<file path="src/rtl/memory_dp_clr_if.sv">
// ---------------------------------------------------------------------------
// memory_dp_clr_if
// Bus bundle for the memory_dp_clr simple-dual-port RAM.
//   master : requester side. It drives the write and read requests and
//            receives the read data, the valid flag and busy.
//   slave  : the RAM side.
// Signals:
//   busy     RAM is resetting or clearing; requests are ignored
//   wr_en    write request
//   wr_addr  write address
//   wr_be    byte enables; bit i enables wr_data[8i+7:8i]
//   wr_data  write data
//   rd_en    read request
//   rd_addr  read address
//   rd_data  read data; holds its last value when no read completes
//   rd_valid one-cycle pulse marking rd_data valid
// ---------------------------------------------------------------------------
interface memory_dp_clr_if #(
    parameter int DATA_WIDTH = 8,
    parameter int ADDR_WIDTH = 5
);
    logic                      busy;
    logic                      wr_en;
    logic [ADDR_WIDTH-1:0]     wr_addr;
    logic [DATA_WIDTH/8-1:0]   wr_be;
    logic [DATA_WIDTH-1:0]     wr_data;
    logic                      rd_en;
    logic [ADDR_WIDTH-1:0]     rd_addr;
    logic [DATA_WIDTH-1:0]     rd_data;
    logic                      rd_valid;

    modport master (
        input  busy, rd_data, rd_valid,
        output wr_en, wr_addr, wr_be, wr_data, rd_en, rd_addr
    );

    modport slave (
        output busy, rd_data, rd_valid,
        input  wr_en, wr_addr, wr_be, wr_data, rd_en, rd_addr
    );
endinterface

</file>
<file path="src/rtl/memory_dp_clr.sv">
// ---------------------------------------------------------------------------
// memory_dp_clr
// Simple-dual-port synchronous RAM with one clock, per-byte write enables,
// a read-valid flag and a selectable same-address collision policy. After
// every reset, a clear sequencer writes CLEAR_VAL into each word. While it
// runs, busy is high and all requests are ignored.
//
// Parameters:
//   DATA_WIDTH  word width, a multiple of 8
//   ADDR_WIDTH  address width; the depth is 2**ADDR_WIDTH
//   RD_MODE     0 = a colliding read returns the old word,
//               1 = a colliding read returns the merged (written) word
//   CLEAR_VAL   fill value used by the clear sequencer
// Ports:
//   clk_  clock, rising edge
//   rst_  synchronous reset, active-high
//   bus   memory_dp_clr_if slave modport (requests, read data, busy)
// Optional build macro:
//   MEM_OUT_REG_EN  adds an output register stage. Read latency becomes 2.
//
// FSM states
//   state    | meaning
//   ---------+-------------------------------------------------------
//   ST_CLEAR | reset or fill in progress; busy=1; requests ignored
//   ST_READY | normal read/write operation
// ---------------------------------------------------------------------------
module memory_dp_clr #(
    parameter int                    DATA_WIDTH = 8,
    parameter int                    ADDR_WIDTH = 5,
    parameter int                    RD_MODE    = 0,
    parameter logic [DATA_WIDTH-1:0] CLEAR_VAL  = '0
) (
    input  logic             clk_,
    input  logic             rst_,
    memory_dp_clr_if.slave   bus
);
    localparam int DEPTH     = 2 ** ADDR_WIDTH;
    localparam int NUM_BYTES = DATA_WIDTH / 8;

    localparam logic [0:0] ST_CLEAR = 1'b0;
    localparam logic [0:0] ST_READY = 1'b1;

    localparam logic [ADDR_WIDTH:0] LAST_ADDR = (ADDR_WIDTH + 1)'(DEPTH - 1);
    localparam logic [ADDR_WIDTH:0] CNT_ONE   = (ADDR_WIDTH + 1)'(1);

    logic [0:0]            state;
    // One bit wider than the address, so the counter cannot wrap.
    logic [ADDR_WIDTH:0]   clr_cnt;
    logic [DATA_WIDTH-1:0] mem [DEPTH];

    logic                  wr_accept;
    logic                  rd_accept;
    logic                  collide;
    logic [DATA_WIDTH-1:0] old_word;
    logic [DATA_WIDTH-1:0] merged_word;
    logic [DATA_WIDTH-1:0] rd_word;

    logic [DATA_WIDTH-1:0] rd_q;
    logic                  rd_vld_q;

    // ---------------------------------------------------------------
    // Request qualification and collision handling
    // ---------------------------------------------------------------
    always_comb begin
        wr_accept   = (state == ST_READY) && bus.wr_en && !rst_;
        rd_accept   = (state == ST_READY) && bus.rd_en && !rst_;
        collide     = wr_accept && (bus.wr_addr == bus.rd_addr);
        old_word    = mem[bus.rd_addr];
        merged_word = old_word;
        for (int i = 0; i < NUM_BYTES; i++) begin
            if (bus.wr_be[i]) begin
                merged_word[8*i +: 8] = bus.wr_data[8*i +: 8];
            end
        end
        // A write-through read on a collision sees the same-cycle write.
        if ((RD_MODE == 1) && collide) begin
            rd_word = merged_word;
        end else begin
            rd_word = old_word;
        end
    end

    // ---------------------------------------------------------------
    // Clear / ready sequencer
    // ---------------------------------------------------------------
    always_ff @(posedge clk_) begin
        if (rst_) begin
            state   <= ST_CLEAR;
            clr_cnt <= '0;
        end else if (state == ST_CLEAR) begin
            clr_cnt <= clr_cnt + CNT_ONE;
            if (clr_cnt == LAST_ADDR) begin
                state <= ST_READY;
            end
        end
    end

    // ---------------------------------------------------------------
    // Storage array (not reset; the sequencer defines its contents)
    // ---------------------------------------------------------------
    always_ff @(posedge clk_) begin
        if (!rst_ && (state == ST_CLEAR)) begin
            mem[clr_cnt[ADDR_WIDTH-1:0]] <= CLEAR_VAL;
        end else if (wr_accept) begin
            for (int i = 0; i < NUM_BYTES; i++) begin
                if (bus.wr_be[i]) begin
                    mem[bus.wr_addr][8*i +: 8] <= bus.wr_data[8*i +: 8];
                end
            end
        end
    end

    // ---------------------------------------------------------------
    // First read stage
    // ---------------------------------------------------------------
    always_ff @(posedge clk_) begin
        if (rst_) begin
            rd_q     <= '0;
            rd_vld_q <= 1'b0;
        end else begin
            rd_vld_q <= rd_accept;
            if (rd_accept) begin
                rd_q <= rd_word;
            end
        end
    end

`ifdef MEM_OUT_REG_EN
    // The output stage is only re-entered through reset, and reset
    // flushes it. A read that is pending when the FSM drops back to
    // ST_CLEAR never reaches the port.
    logic [DATA_WIDTH-1:0] out_q;
    logic                  out_vld_q;

    always_ff @(posedge clk_) begin
        if (rst_) begin
            out_q     <= '0;
            out_vld_q <= 1'b0;
        end else begin
            out_vld_q <= rd_vld_q;
            if (rd_vld_q) begin
                out_q <= rd_q;
            end
        end
    end

    assign bus.rd_data  = out_q;
    assign bus.rd_valid = out_vld_q;
`else
    assign bus.rd_data  = rd_q;
    assign bus.rd_valid = rd_vld_q;
`endif

    assign bus.busy = rst_ || (state == ST_CLEAR);

endmodule

</file>
<file path="src/flat_wrapper.sv">
// flat-port wrapper written by rule: the top's interface ports become plain ports
module memory_dp_clr_flat 
#(
    parameter int                    DATA_WIDTH = 8,
    parameter int                    ADDR_WIDTH = 5,
    parameter int                    RD_MODE    = 0,
    parameter logic [DATA_WIDTH-1:0] CLEAR_VAL  = '0
)
  (clk_, rst_, bus_busy, bus_rd_data, bus_rd_valid, bus_wr_en, bus_wr_addr, bus_wr_be, bus_wr_data, bus_rd_en, bus_rd_addr);
  memory_dp_clr_if #(.DATA_WIDTH(DATA_WIDTH), .ADDR_WIDTH(ADDR_WIDTH)) bus_i ();
  input  logic clk_;
  input  logic rst_;
  output wire logic [$bits(bus_i.busy)-1:0] bus_busy;
  output wire logic [$bits(bus_i.rd_data)-1:0] bus_rd_data;
  output wire logic [$bits(bus_i.rd_valid)-1:0] bus_rd_valid;
  input wire logic [$bits(bus_i.wr_en)-1:0] bus_wr_en;
  input wire logic [$bits(bus_i.wr_addr)-1:0] bus_wr_addr;
  input wire logic [$bits(bus_i.wr_be)-1:0] bus_wr_be;
  input wire logic [$bits(bus_i.wr_data)-1:0] bus_wr_data;
  input wire logic [$bits(bus_i.rd_en)-1:0] bus_rd_en;
  input wire logic [$bits(bus_i.rd_addr)-1:0] bus_rd_addr;
  assign bus_busy = bus_i.busy;
  assign bus_rd_data = bus_i.rd_data;
  assign bus_rd_valid = bus_i.rd_valid;
  assign bus_i.wr_en = bus_wr_en;
  assign bus_i.wr_addr = bus_wr_addr;
  assign bus_i.wr_be = bus_wr_be;
  assign bus_i.wr_data = bus_wr_data;
  assign bus_i.rd_en = bus_rd_en;
  assign bus_i.rd_addr = bus_rd_addr;
  memory_dp_clr #(.DATA_WIDTH(DATA_WIDTH), .ADDR_WIDTH(ADDR_WIDTH), .RD_MODE(RD_MODE), .CLEAR_VAL(CLEAR_VAL)) u_core (.clk_(clk_), .rst_(rst_), .bus(bus_i));
endmodule
</file>
<file path="config.mk">
export PLATFORM = sky130hd
export DESIGN_NAME = memory_dp_clr_flat
export DESIGN_NICKNAME = d
export VERILOG_FILES = /design/src/rtl/memory_dp_clr_if.sv /design/src/rtl/memory_dp_clr.sv /design/src/flat_wrapper.sv
export SDC_FILE = /design/constraint.sdc
export NUM_CORES = 1
export LEC_CHECK = 0
export BUFFER_PORTS_ARGS = -buffer_cell sky130_fd_sc_hd__buf_2
export CAP_MARGIN = 10
export CELL_PAD_IN_SITES_DETAIL_PLACEMENT = 1
export CELL_PAD_IN_SITES_GLOBAL_PLACEMENT = 1
export CORE_ASPECT_RATIO = 2
export CORE_MARGIN = 2
export CORE_UTILIZATION = 55
export DETAILED_ROUTE_END_ITERATION = 8
export PLACE_DENSITY = 0.78
export SYNTH_ARGS = -nofsm -noshare
export SYNTH_HDL_FRONTEND = slang
export SYNTH_SLANG_ARGS = --single-unit
export TNS_END_PERCENT = 10
</file>
<file path="constraint.sdc">
create_clock -name clk_ -period 3.8 [get_ports clk_]
set_input_delay 0.38 -clock clk_ [delete_from_list [all_inputs] [get_ports clk_]]
set_output_delay 0.38 -clock clk_ [all_outputs]
set_load 0.02 [all_outputs]
</file>
==> run_results.csv <==
group,metric,value,unit
pwr,ir_drop,0.000489,V
detailed_routing,wl_per_cell,26.6,µm
place,pre_cts_ws,0.846,ns
global_route,track_usage,24.5,%
global_route,antenna_found_initial,0,
floorplanning,coreArea,0.0194,mm²
timing,setup_viol,0,
timing,skew,0.0188,ns
timing,drv_slew,0,
worst_setup_path,arrival,2.84,ns
floorplanning,pin_count,33,
yosys,synth_area_leaders,"edfxtp_1 (71%), mux4_2 (6.2%), mux2i_1 (4.5%), mux2_2 (3.1%), dfxtp_1 (3.0%)",
clocking,cts_resized,0,
yosys,synthCells,602,
yosys,synth_top_area_share,70.9,%
clocking,cts_setup_buffers,0,
floorplanning,fp-row-count,72,
min_path,hold_end,"u_core.state",
worst_setup_path,critPathMostFrequentCell,"nand2_1",
layout,fin_nets,664,
yosys,ys_ff_latch,272,
worst_setup_path,rrSetupSlack,1.09,ns
timing,min_period,2.71,ns
worst_setup_path,reg2reg_from,"u_core.state",
yosys,ys_async_sr_fraction,0,%
clocking,htreeDepth,1,
place,portBuffers,32,
timing,min_period_over_period,71.4,%
detailed_routing,postRouteWirelength,24200,µm
worst_setup_path,start_kind,"flip-flop",
detailed_routing,drt-initial-drc-count,405,
min_path,worstHoldStart,"rst_",
timing,relSlewSlack,24.9,%
timing,setup_slack,1.09,ns
layout,diodes,0,
yosys,synth_area_leader_cell,"edfxtp_1",
clocking,cts_root_buf,"clkbuf_16",
timing,max_freq,0.368,GHz
detailed_routing,dr.pass1.iters,4,
worst_setup_path,critPathTopFamily,"simple AND/OR/NAND/NOR gates",
yosys,yosysSeqAreaShare,73.9,%
detailed_routing,drc,0,
global_route,gr-total-overflow,0,
yosys,syn-num-nets,626,
pwr,cellLeakagePower,3.49,nW
layout,fin_util,61.8,%
yosys,yosysWarnings,0,
global_route,grt_pass1_wl,37200,µm
worst_setup_path,cp.required,3.93,ns
place,placed_cell_area,0.0112,mm²
timing,hold_viol_final,0,
timing,worstMarginPinSlew,1.13,ns
floorplanning,start_util,55.9,%
worst_setup_path,regToRegEndpoint,"u_core.mem[17][5]",
place,place_congestion,0.814,
timing,finalSetupTns,0,ns
detailed_routing,vias,5617,
yosys,synth_area,0.0108,mm²
yosys,avgSynthCellArea,18.0,µm²
clocking,clock-sinks,272,
worst_setup_path,rr_worst_depth,5,
global_route,grt_pass1_vias,6187,
layout,synthToLayoutAreaGrowth,10.5,%
clocking,cts_tree,"done",
layout,nFillCells,1673,
place,hpwl,16300,µm
global_route,grt_max_degree,38,
yosys,synth-edff-count,256,
floorplanning,dieArea,0.0209,mm²
floorplanning,die_h,202,µm
detailed_routing,vias_per_cell,6.15,
clocking,numCtsBuffers,22,
worst_setup_path,slowest_delay,0.76,ns
layout,layout-drive-gt1-share,20.2,%
timing,rsz0062_at_grt,"false",
clocking,ctsHoldBuffers,0,
clocking,path_clk_slew,0.07,ns
worst_setup_path,crit_chain,"and4b_1, nand2_1, nand2_1, nand2_1, nor2_1",
worst_setup_path,crit_buf_inv,0,
worst_setup_path,path_class,"flip-flop to flip-flop",
worst_setup_path,cp_max_fo,14,
clocking,clk_latency,0.51,ns
worst_setup_path,slowest_stage,"nor2_1",
run_status,run_status,"finished, final reports clean",
yosys,synthTopCellsByCount,"edfxtp_1 (256), mux2i_1 (49), nor2_1 (45), nand2_1 (31)",
min_path,hold_depth,2,
layout,design_area,0.0120,mm²
clocking,cts_buffer_depth,3,
min_path,min_path_type,"primary input to flip-flop",
detailed_routing,ant_nets,0,
floorplanning,die_w,103,µm
worst_setup_path,end_kind,"flip-flop",
run,maxCapViolations,0,
yosys,ys_dominant_reg_cell,"edfxtp_1",
pwr,power.density,477,mW/mm²
yosys,yosys.cell_count.top_type,"edfxtp_1",
yosys,post_synth_num_cell_types,40,
through the flow:
stage | power [mW] | cells | hold WS [ns]
after floorplan | 3.47 | 602 | 0.485
after global placement | 3.52 | 873 | 0.473
after detailed placement | 3.53 | 873 | 0.479
after CTS | 5.73 | 911 | 0.196
after global routing | 5.84 | 913 | 0.231
final | 5.71 | 913 | 0.207
registers in the layout, indices dropped and copies added (netlist names):
signal	count
u_core.bus.rd_data	8
u_core.bus.rd_valid	1
u_core.clr_cnt	6
u_core.mem	256
u_core.state	1
layout by cell type (no fill, tap or decap), types with 14 or more instances in the layout:
cell,instances
clkbuf_16,24
nand2_1,31
mux4_2,30
nor2_1,45
mux2i_1,49
dfxtp_1,16
edfxtp_1,256
mux2_2,30
a22oi_1,14
buf_2,31
metal layers:
metal,track usage (%),share of wire (%)
met5,0,0
met4,9.77,4.1
met3,2.82,4.3
met2,43.9,56
met1,29.6,36
worst reg2reg max path, delay by kind of cell (launching register included):
kind | cells | cell delay, ns
and+or+nand+nor | 5 | 1.78
DFF | 1 | 0.58
power by group:
part / switching, mW / internal (mW)
combinational: 0.126 / 0.0768
clock: 0.993 / 1.25
sequential: 0.00952 / 3.25
total: 1.13 / 4.58
kinds of logic after synthesis:
group           Yosys count  share of synthesized area [%]
buf+inv                  33                           1.74
compound gates           62                           4.45
mux                     111                           14.4
flops                   272                           73.9
fa+ha+maj                 1                          0.115
xor+xnor                  4                          0.323
simple gates            119                           5.10
cell type report:
| class | instances | area (µm²) | area share, % |
|---|---|---|---|
| Sequential cell | 272 | 8010 | 66.9 |
| Multi-Input combinational cell | 297 | 2640 | 22.0 |
| Clock buffer | 30 | 602 | 5.03 |
| Tap cell | 259 | 324 | 2.71 |
| Timing Repair Buffer | 45 | 290 | 2.43 |
| Clock inverter | 8 | 98.8 | 0.826 |
| Inverter | 2 | 7.51 | 0.0627 |
worst max-delay path by stage:
| stage | endpoint | startpoint | slack [ns] | depth (start not counted) |
|---|---|---|---|---|
| finish | u_core.mem[17][5] | u_core.state | 1.09 | 5 |
| global route | u_core.mem[17][6] | u_core.state | 0.87 | 5 |
| CTS | u_core.mem[17][6] | u_core.state | 1.05 | 5 |
| detailed placement | u_core.bus.rd_data[7] | bus_rd_addr[2] | 0.85 | 6 |
| global placement | u_core.bus.rd_data[7] | bus_rd_addr[2] | 0.93 | 6 |
| floorplan | u_core.mem[10][0] | rst_ | 1.86 | 5 |
Note: power is estimated with default switching activity, not from simulation.
